**config.mk**
```make
export PLATFORM = sky130hd
export DESIGN_NAME = id_ex_stage
export DESIGN_NICKNAME = d
export VERILOG_FILES = /design/src/rtl/id_ex_stage.sv
export SDC_FILE = /design/constraint.sdc
export NUM_CORES = 1
export LEC_CHECK = 0
export ABC_AREA = 1
export CORE_MARGIN = 5
export CORE_UTILIZATION = 45
export DETAILED_ROUTE_END_ITERATION = 8
export GPL_ROUTABILITY_DRIVEN = 0
export MAX_ROUTING_LAYER = met4
export PLACE_DENSITY = 0.86
export SYNTH_ARGS = -nofsm -noshare
export SYNTH_HDL_FRONTEND = slang
export SYNTH_SLANG_ARGS = --single-unit
export TNS_END_PERCENT = 5
```
**constraint.sdc**
```tcl
create_clock -name Clk -period 4.1 [get_ports Clk]
set_input_delay 0.41 -clock Clk [delete_from_list [all_inputs] [get_ports Clk]]
set_output_delay 0.41 -clock Clk [all_outputs]
set_load 0.01 [all_outputs]
```
**src/rtl/id_ex_stage.sv**
```systemverilog
// ---------------------------------------------------------------------------
// id_ex_stage
//
// ID/EX pipeline register of the pipelined MIPS core. Each cycle it captures
// the decoded control bundle, register operands, sign-extended immediate,
// PC+4 and register specifiers into the EX-stage register. It also detects
// load-use hazards against the load already in EX. On such a hazard, or on a
// branch flush, it inserts a bubble.
//
// Ports
//   Clk, Rst_n            rising-edge clock, asynchronous active-low reset
//   Id_Valid              ID holds a real instruction
//   Flush                 branch taken: kill the ID instruction
//   RegDst..RegWrite      control bundle from the control unit
//   ALUOp[3:0]            ALU control code
//   ReadData1/2, SignExt  operands and immediate (DATA_W)
//   PCPlus4               PC+4 of the ID instruction (DATA_W)
//   Id_Rs/Rt/Rd           register specifiers (REG_W)
//   Ex_*                  registered EX-stage copies of the above
//   Ex_Valid              EX holds a real instruction
//   Stall                 combinational: hold PC and IF/ID this cycle
//   StallCount            saturating count of load-use bubbles
//
// Stall semantics: Stall is a level, not a handshake. While Stall=1 the
// upstream stages must keep the same instruction on the ID inputs. At the
// next edge this stage takes a bubble, which clears Ex_MemRead and drops
// Stall. A single hazard therefore costs exactly one cycle. Stall is derived
// only from registered EX state and the current ID inputs, so it never feeds
// back into the hazard term.
// ---------------------------------------------------------------------------
module id_ex_stage #(
   parameter int DATA_W = 32,
   parameter int REG_W  = 5,
   parameter int CNT_W  = 16
) (
   input  logic              Clk,
   input  logic              Rst_n,
   input  logic              Id_Valid,
   input  logic              Flush,
   input  logic              RegDst,
   input  logic              Branch,
   input  logic              MemRead,
   input  logic              MemtoReg,
   input  logic              MemWrite,
   input  logic              ALUSrc,
   input  logic              RegWrite,
   input  logic [3:0]        ALUOp,
   input  logic [DATA_W-1:0] ReadData1,
   input  logic [DATA_W-1:0] ReadData2,
   input  logic [DATA_W-1:0] SignExt,
   input  logic [DATA_W-1:0] PCPlus4,
   input  logic [REG_W-1:0]  Id_Rs,
   input  logic [REG_W-1:0]  Id_Rt,
   input  logic [REG_W-1:0]  Id_Rd,
   output logic              Ex_RegDst,
   output logic              Ex_Branch,
   output logic              Ex_MemRead,
   output logic              Ex_MemtoReg,
   output logic              Ex_MemWrite,
   output logic              Ex_ALUSrc,
   output logic              Ex_RegWrite,
   output logic [3:0]        Ex_ALUOp,
   output logic [DATA_W-1:0] Ex_ReadData1,
   output logic [DATA_W-1:0] Ex_ReadData2,
   output logic [DATA_W-1:0] Ex_SignExt,
   output logic [DATA_W-1:0] Ex_PCPlus4,
   output logic [REG_W-1:0]  Ex_Rs,
   output logic [REG_W-1:0]  Ex_Rt,
   output logic [REG_W-1:0]  Ex_Rd,
   output logic              Ex_Valid,
   output logic              Stall,
   output logic [CNT_W-1:0]  StallCount
);

   logic uses_rt;
   logic rs_match;
   logic rt_match;
   logic hz;
   logic bubble;

   // Rt is a source for R-type, BEQ (ALUSrc=0) and SW (store data).
   // Loads to $zero never produce a value, so they never stall.
   always_comb begin
      uses_rt  = ~ALUSrc | MemWrite;
      rs_match = (Ex_Rt == Id_Rs);
      rt_match = uses_rt & (Ex_Rt == Id_Rt);
      hz       = Ex_Valid & Ex_MemRead & (Ex_Rt != '0) & Id_Valid &
                 (rs_match | rt_match);
      Stall    = hz & ~Flush;
      bubble   = Flush | hz;
   end

   // Control half: a bubble clears valid and every control bit. A non-valid
   // ID slot loads zero controls, so EX never acts on a dead instruction.
   always_ff @(posedge Clk or negedge Rst_n) begin
      if (!Rst_n) begin
         Ex_Valid    <= 1'b0;
         Ex_RegDst   <= 1'b0;
         Ex_Branch   <= 1'b0;
         Ex_MemRead  <= 1'b0;
         Ex_MemtoReg <= 1'b0;
         Ex_MemWrite <= 1'b0;
         Ex_ALUSrc   <= 1'b0;
         Ex_RegWrite <= 1'b0;
         Ex_ALUOp    <= 4'd0;
      end else if (bubble) begin
         Ex_Valid    <= 1'b0;
         Ex_RegDst   <= 1'b0;
         Ex_Branch   <= 1'b0;
         Ex_MemRead  <= 1'b0;
         Ex_MemtoReg <= 1'b0;
         Ex_MemWrite <= 1'b0;
         Ex_ALUSrc   <= 1'b0;
         Ex_RegWrite <= 1'b0;
         Ex_ALUOp    <= 4'd0;
      end else begin
         Ex_Valid    <= Id_Valid;
         Ex_RegDst   <= RegDst   & Id_Valid;
         Ex_Branch   <= Branch   & Id_Valid;
         Ex_MemRead  <= MemRead  & Id_Valid;
         Ex_MemtoReg <= MemtoReg & Id_Valid;
         Ex_MemWrite <= MemWrite & Id_Valid;
         Ex_ALUSrc   <= ALUSrc   & Id_Valid;
         Ex_RegWrite <= RegWrite & Id_Valid;
         Ex_ALUOp    <= Id_Valid ? ALUOp : 4'd0;
      end
   end

   // Data half: bubbles hold the previous payload, so only a real capture
   // updates it.
   always_ff @(posedge Clk or negedge Rst_n) begin
      if (!Rst_n) begin
         Ex_ReadData1 <= '0;
         Ex_ReadData2 <= '0;
         Ex_SignExt   <= '0;
         Ex_PCPlus4   <= '0;
         Ex_Rs        <= '0;
         Ex_Rt        <= '0;
         Ex_Rd        <= '0;
      end else if (!bubble) begin
         Ex_ReadData1 <= ReadData1;
         Ex_ReadData2 <= ReadData2;
         Ex_SignExt   <= SignExt;
         Ex_PCPlus4   <= PCPlus4;
         Ex_Rs        <= Id_Rs;
         Ex_Rt        <= Id_Rt;
         Ex_Rd        <= Id_Rd;
      end
   end

   // Only load-use bubbles count (Stall already excludes flushed cycles).
   // The counter sticks at all-ones.
   always_ff @(posedge Clk or negedge Rst_n) begin
      if (!Rst_n) begin
         StallCount <= '0;
      end else if (Stall && (StallCount != {CNT_W{1'b1}})) begin
         StallCount <= StallCount + CNT_W'(1);
      end
   end

endmodule

```
==> qor.yml, run 1 <==
run_status: "completed"
relSlewSlack: 0.333
dieWidth_um: 137
leakage_nw: 5.40
cts_setup_buffers: 0
worst_hold_path_type: "input port to asynchronous set/reset pin"
cts_hold_repair.buffers: 0
rows: 46
post-dp-hpwl_um: 16500
synth.avg_cell_area_um2: 8.62
worst-path-max-fanout: 11
synth_async_sr_flop_share: 1.00
synth_top_cells_by_count: "nand2_1 (377), dfrtp_1 (171), nand3_1 (142)"
irDropWorstVdd_mv: 0.278
synth_mux_area_frac: 0
ios: 330
cts_repair_resize_count: 0
firstDrtPassIters: 5
worst_ep_required_time_ps: 3690
critical_path.endpoint_type: "primary output"
clk_latency_ps: 420
post_synth_fa_ha_maj_area_fraction: 0.00172
grt_pass1_wl_um: 35700
avgViaCountPerCell: 4.96
initial_utilization: 0.458
maxSlewViolCount: 0
detail_route.wl_per_cell_um: 17.0
dieArea_um2: 18800
timing.clock.skew_ps: 10.2
synth_compound_gate_area_share: 0.00690
vias_in_the_first_global_route: 6894
worst_pin_slew_ps: 1000
drc: 0
detail_route.iter0.violations: 432
dr_total_vias: 6822
cp_max_stage_delay_ps: 700
cts_htree_levels: 4
totalNegativeSetupSlack_ps: 0
syn_nets: 1001
yosys.area_share.simple: 0.323
number_of_clock_buffers_inserted_by_tritoncts: 17
num-fill-cells: 1211
synth_area_um2: 7260
worstPathCellList: "clkdlybuf4s50_1 -> inv_1 -> nor2_1 -> o21ai_0 -> inv_1 -> nand3_1 -> inv_1 -> clkdlybuf4s50_1"
yosysTopAreaCell: "dfrtp_1"
layout-drive-gt1-share: 0.0406
cp_slowest_cell: "clkdlybuf4s50_1"
nets: 1304
arrival_ps: 2430
placement.cell_area_um2: 10600
timing.critical_path.mode_cell: "inv_1"
leading_post_synthesis_cells_by_cell_area: "dfrtp_1 (59%), nand2_1 (19%), nand3_1 (9.8%)"
syn2layout_area_growth_pct: 54.1
grt_overflow_total: 0
setup_viol_count_final: 0
grt_max_degree: 109
antenna_found_initial: 1
synth_enable_flop_cells: 0
fmax_mhz: 352
clock_tree.root_cell: "clkbuf_16"
synthFlopType: "dfrtp_1"
critical_path.startpoint_type: "input port"
synth_warnings: 0
clock_tree_from_tritoncts: "yes"
antenna_left: 0
design_power_total_mw: 4.28
buffer_ports.inserted: 329
worst-setup-path-type: "input port to primary output"
finalWorstPathRequiredPeriod_ps: 2840
worst_setup_hold_path_clk_slew_ps: 60
synth_top_family_by_area: "simple AND/OR/NAND/NOR gates"
ctsLongestPathBuffers: 2
synth.lib_cells_used.distinct: 22
hold_violations: 0
synth_xor_area_frac: 0.0169
final_min_period_over_clock_period: 0.693
synth_most_common_cell: "nand2_1"
grt_setup_unrepaired: "false"
tritoncts_sink_count: 171
synth.yosys.seq_area_share: 0.590
die_h_um: 137
power_per_cell_area_nw_per_um2: 382
totalWireLength_um: 23400
final_area_um2: 11200
synth_top_cell_area_share: 0.590
placeableCoreArea_um2: 15800
flip_flop_and_latch_count_after_synthesis: 171
track_usage: 0.253
cap_violations: 0
synthCells: 842
[report_power, final]
group          leakage, nW  internal (mW)  switching (mW)
combinational         2.99          0.429           0.338
clock                0.286          0.933           0.679
sequential            2.13           1.82          0.0787
[kinds of logic after synthesis]
| logic type | count (synthesis) |
|---|---|
| buffers and inverters | 81 |
| XOR/XNOR | 14 |
| AND/OR/NAND/NOR | 565 |
| flip-flops | 171 |
| AO/OA/AOI/OAI | 10 |
| adder cells (fa/ha/maj) | 1 |
[sequential cells by signal, summed over array words and instances (netlist names)]
signal and cells:
Ex_RegWrite 1, Ex_Valid 1, Ex_Rd 5, Ex_MemWrite 1
Ex_ALUSrc 1, Ex_ReadData1 32, Ex_Rs 5, Ex_Branch 1
Ex_Rt 5, Ex_MemRead 1, Ex_SignExt 32, Ex_ReadData2 32
Ex_MemtoReg 1, Ex_ALUOp 4, Ex_PCPlus4 32, Ex_RegDst 1
StallCount 16
[worst paths after layout]
path                                              end  depth (start not counted)  slack (ps)                       from
max                                             Stall                          8        1260                   Id_Valid
min                        Ex_SignExt[31]$_DFFE_PN0N_                          1         100                      Rst_n
max reg2reg                      Ex_Rd[0]$_DFFE_PN0N_                         11        1850       Ex_Rt[4]$_DFFE_PN0N_
min reg2reg                 Ex_SignExt[0]$_DFFE_PN0N_                          2         470  Ex_SignExt[0]$_DFFE_PN0N_
max in group asynchronous  Ex_SignExt[13]$_DFFE_PN0N_                          2        3050                      Rst_n
min in group Clk            Ex_SignExt[0]$_DFFE_PN0N_                          2         470  Ex_SignExt[0]$_DFFE_PN0N_
[through the flow]
stage           util  hold WS, ps  instances  worst slack [ps]
5_1_grt        0.707          201       1375              1040
3_3_place_gp   0.669          452       1342              1270
4_1_cts        0.707          163       1374              1240
3_5_place_dp   0.669          457       1342              1210
2_1_floorplan      -          114        842              2510
6_report       0.707          102       1375              1260
[worst max-delay path, delay by kind of cell]
| kind | cells | cell delay (ps) |
|---|---|---|
| buf+inv | 5 | 1690 |
| simple gates | 2 | 250 |
| compound gates | 1 | 80 |
[per-layer routing]
| metal | wire [um] | up-vias | track usage |
|---|---|---|---|
| li1 | - | 3259 | - |
| met1 | 8890 | 3220 | 0.299 |
| met2 | 11800 | 296 | 0.418 |
| met3 | 2000 | 47 | 0.0691 |
| met4 | 636 | 0 | 0.0898 |
| met5 | 0 | - | - |
[area by class of cell]
cell class,count,area (um2),share of cell area
sequential,171,4280,0.383
multi-input combinational,590,2540,0.227
antenna,1,2.50,0.000224
clock buffer,19,453,0.0405
timing repair buffer,334,3380,0.302
tap,216,270,0.0242
inverter,31,119,0.0106
clock inverter,13,141,0.0126
[cells in the final DEF (no fill, tap or decap), types with 4 or more instances in the layout]
master           instances
buf_12                   4
clkbuf_16               17
clkdlybuf4s50_1        328
dfrtp_1                171
inv_1                   26
inv_2                    4
nand2_1                376
nand3_1                142
nand4_1                  9
nor2_1                  26
nor3_1                   7
o21ai_0                  6
o21ai_1                  4
xnor2_1                  9
xor2_1                   5
(Power assumes the default switching activity.)
==> inputs of run 2 (changes only) <==
CORE_UTILIZATION = 42   (was 45)
PLACE_DENSITY = 0.81   (was 0.86)
clock period = 2.64 ns   (was 4.1 ns; I/O delays follow)
==> run 2 against run 1 <==
Net effect:
- register-to-register slack got worse by 1200 ps
- final area increased by 0.44%
- combinational power rose by 55%
- global-route usage shrank 2.0 points
- sequential share of layout area decreased by 0.15 points
- worst hold slack better by 270 ps
- utilization decreased by 5.0 points
- clock skew down 1.1 ps
- die area is 6.6% higher
==> qor.yml, run 2 (synthesis gave the netlist of run 1 again) <==
antenna_left: 0
relSlewSlack: 0.591
post-dp-hpwl_um: 16200
worst-setup-path-type: "flop to primary output"
run_status: "completed"
rr_worst_depth: 8
num-fill-cells: 1394
timing.clock.skew_ps: 9.13
cts_htree_levels: 4
clock_tree_from_tritoncts: "yes"
worst-path-max-fanout: 5
worst_setup_hold_path_clk_slew_ps: 70
power_per_cell_area_nw_per_um2: 579
critical_path.endpoint_type: "primary output"
cp.depth: 9
post-route-worst-setup-slack_ps: 152
fmax_mhz: 402
drc: 0
initial_utilization: 0.424
finish.cell_count_without_fillers: 1391
grt_overflow_total: 0
die_h_um: 141
dieArea_um2: 20000
rows: 48
final_min_period_over_clock_period: 0.943
worstPathCellList: "inv_2 -> nand2_1 -> nand2_1 -> nor2_1 -> nand3_1 -> nand2_2 -> nand3_1 -> inv_1 -> clkdlybuf4s50_1"
nets: 1313
detail_route.iter0.violations: 432
placeableCoreArea_um2: 17100
antenna_found_initial: 0
maxSlewViolCount: 0
cap_violations: 0
leakage_nw: 5.42
number_of_clock_buffers_inserted_by_tritoncts: 17
firstDrtPassIters: 6
track_usage: 0.233
worst_pin_slew_ps: 614
antenna_diodes: 0
critPathTopFamily: "buffers and inverters"
grt_max_degree: 108
numPlacedInstances: 1359
cp_max_stage_delay_ps: 560
worst_hold_path_type: "input port to flop"
hold_violations: 0
vias_in_the_first_global_route: 6734
setup_viol_count_final: 0
irDropWorstVdd_mv: 0.421
tritoncts_sink_count: 171
detail_route.wl_per_cell_um: 16.3
cp_slowest_cell: "clkdlybuf4s50_1"
critical_path.startpoint_type: "flop"
pre_cts_ws_ps: 296
dieWidth_um: 141
mostFrequentLayoutCell: "nand2_1"
ctsLongestPathBuffers: 2
most-common-layout-cells: "nand2_1 (376), clkdlybuf4s50_1 (328), dfrtp_1 (170)"
layout-drive-gt1-share: 0.0463
grt_pass1_wl_um: 35600
dr_total_vias: 6720
grt_setup_unrepaired: "false"
totalWireLength_um: 22700
arrival_ps: 2220
ios: 330
hold_slack_ps: 373
clock_tree.root_cell: "clkbuf_16"
buffer_ports.inserted: 329
totalNegativeSetupSlack_ps: 0
finalWorstPathRequiredPeriod_ps: 2490
clk_latency_ps: 420
worst_ep_required_time_ps: 2380
syn2layout_area_growth_pct: 54.8
avgViaCountPerCell: 4.83
worstPathBufferInverterCount: 3
hold_depth: 3
[run 2: path summary, 6_finish.rpt]
check,startpoint,endpoint,slack (ps)
setup / recovery,Ex_Rt[3]$_DFFE_PN0N_,Stall,150
hold reg to reg,Ex_SignExt[27]$_DFFE_PN0N_,Ex_SignExt[27]$_DFFE_PN0N_,470
min in group asynchronous,Rst_n,Ex_ReadData1[2]$_DFFE_PN0N_,410
setup reg to reg,Ex_Rt[2]$_DFFE_PN0N_,Ex_ReadData1[3]$_DFFE_PN0N_,700
max in group asynchronous,Rst_n,Ex_Rt[0]$_DFFE_PN0N_,1740
hold / removal,ALUOp[3],Ex_ALUOp[3]$_DFF_PN0_,370
[run 2: report_power, final]
group	leakage, nW	switching (mW)	total [mW]	internal, mW
Sequential	2.12	0.121	2.94	2.82
Clock	0.260	1.06	2.36	1.30
Combinational	3.03	0.517	1.19	0.675
Total	5.42	1.70	6.50	4.80
[run 2: area by class of cell]
cell class / count / area, um2 / share of cell area
sequential: 171 / 4280 / 0.381
timing repair buffer: 343 / 3460 / 0.308
inverter: 31 / 119 / 0.0106
tap: 225 / 282 / 0.0251
clock buffer: 18 / 429 / 0.0382
multi-input combinational: 590 / 2540 / 0.226
clock inverter: 13 / 121 / 0.0108
[run 2: per-stage QoR]
stage	utilization	power [mW]	cell area (um2)
finish	0.656	6.50	11200
detailed placement	0.624	4.19	10700
global placement	0.624	4.17	10700
floorplan	-	3.38	7260
CTS	0.656	6.58	11200
global route	0.656	6.80	11200
[run 2: what timing repair did]
action | 4_1_cts | 5_1_grt
hold endpoints to repair | 171 | 0
gates resized for setup | 0 | 1
setup endpoints to repair | 0 | 1
setup buffers | 0 | 0
hold buffers | 1 | 0
[run 2: routing by layer]
| layer | global-route usage | part of all wire | vias to the layer above |
|---|---|---|---|
| li1 | - | - | 3275 |
| met3 | 0.0590 | 0.071 | 55 |
| met2 | 0.372 | 0.49 | 237 |
| met1 | 0.281 | 0.40 | 3153 |
| met4 | 0.107 | 0.040 | 0 |
| met5 | - | 0 | - |
[run 2: worst min-delay path: stages]
cell and delay [ps]:
clkdlybuf4s50_1 400, nand2_1 60, nor2_1 40
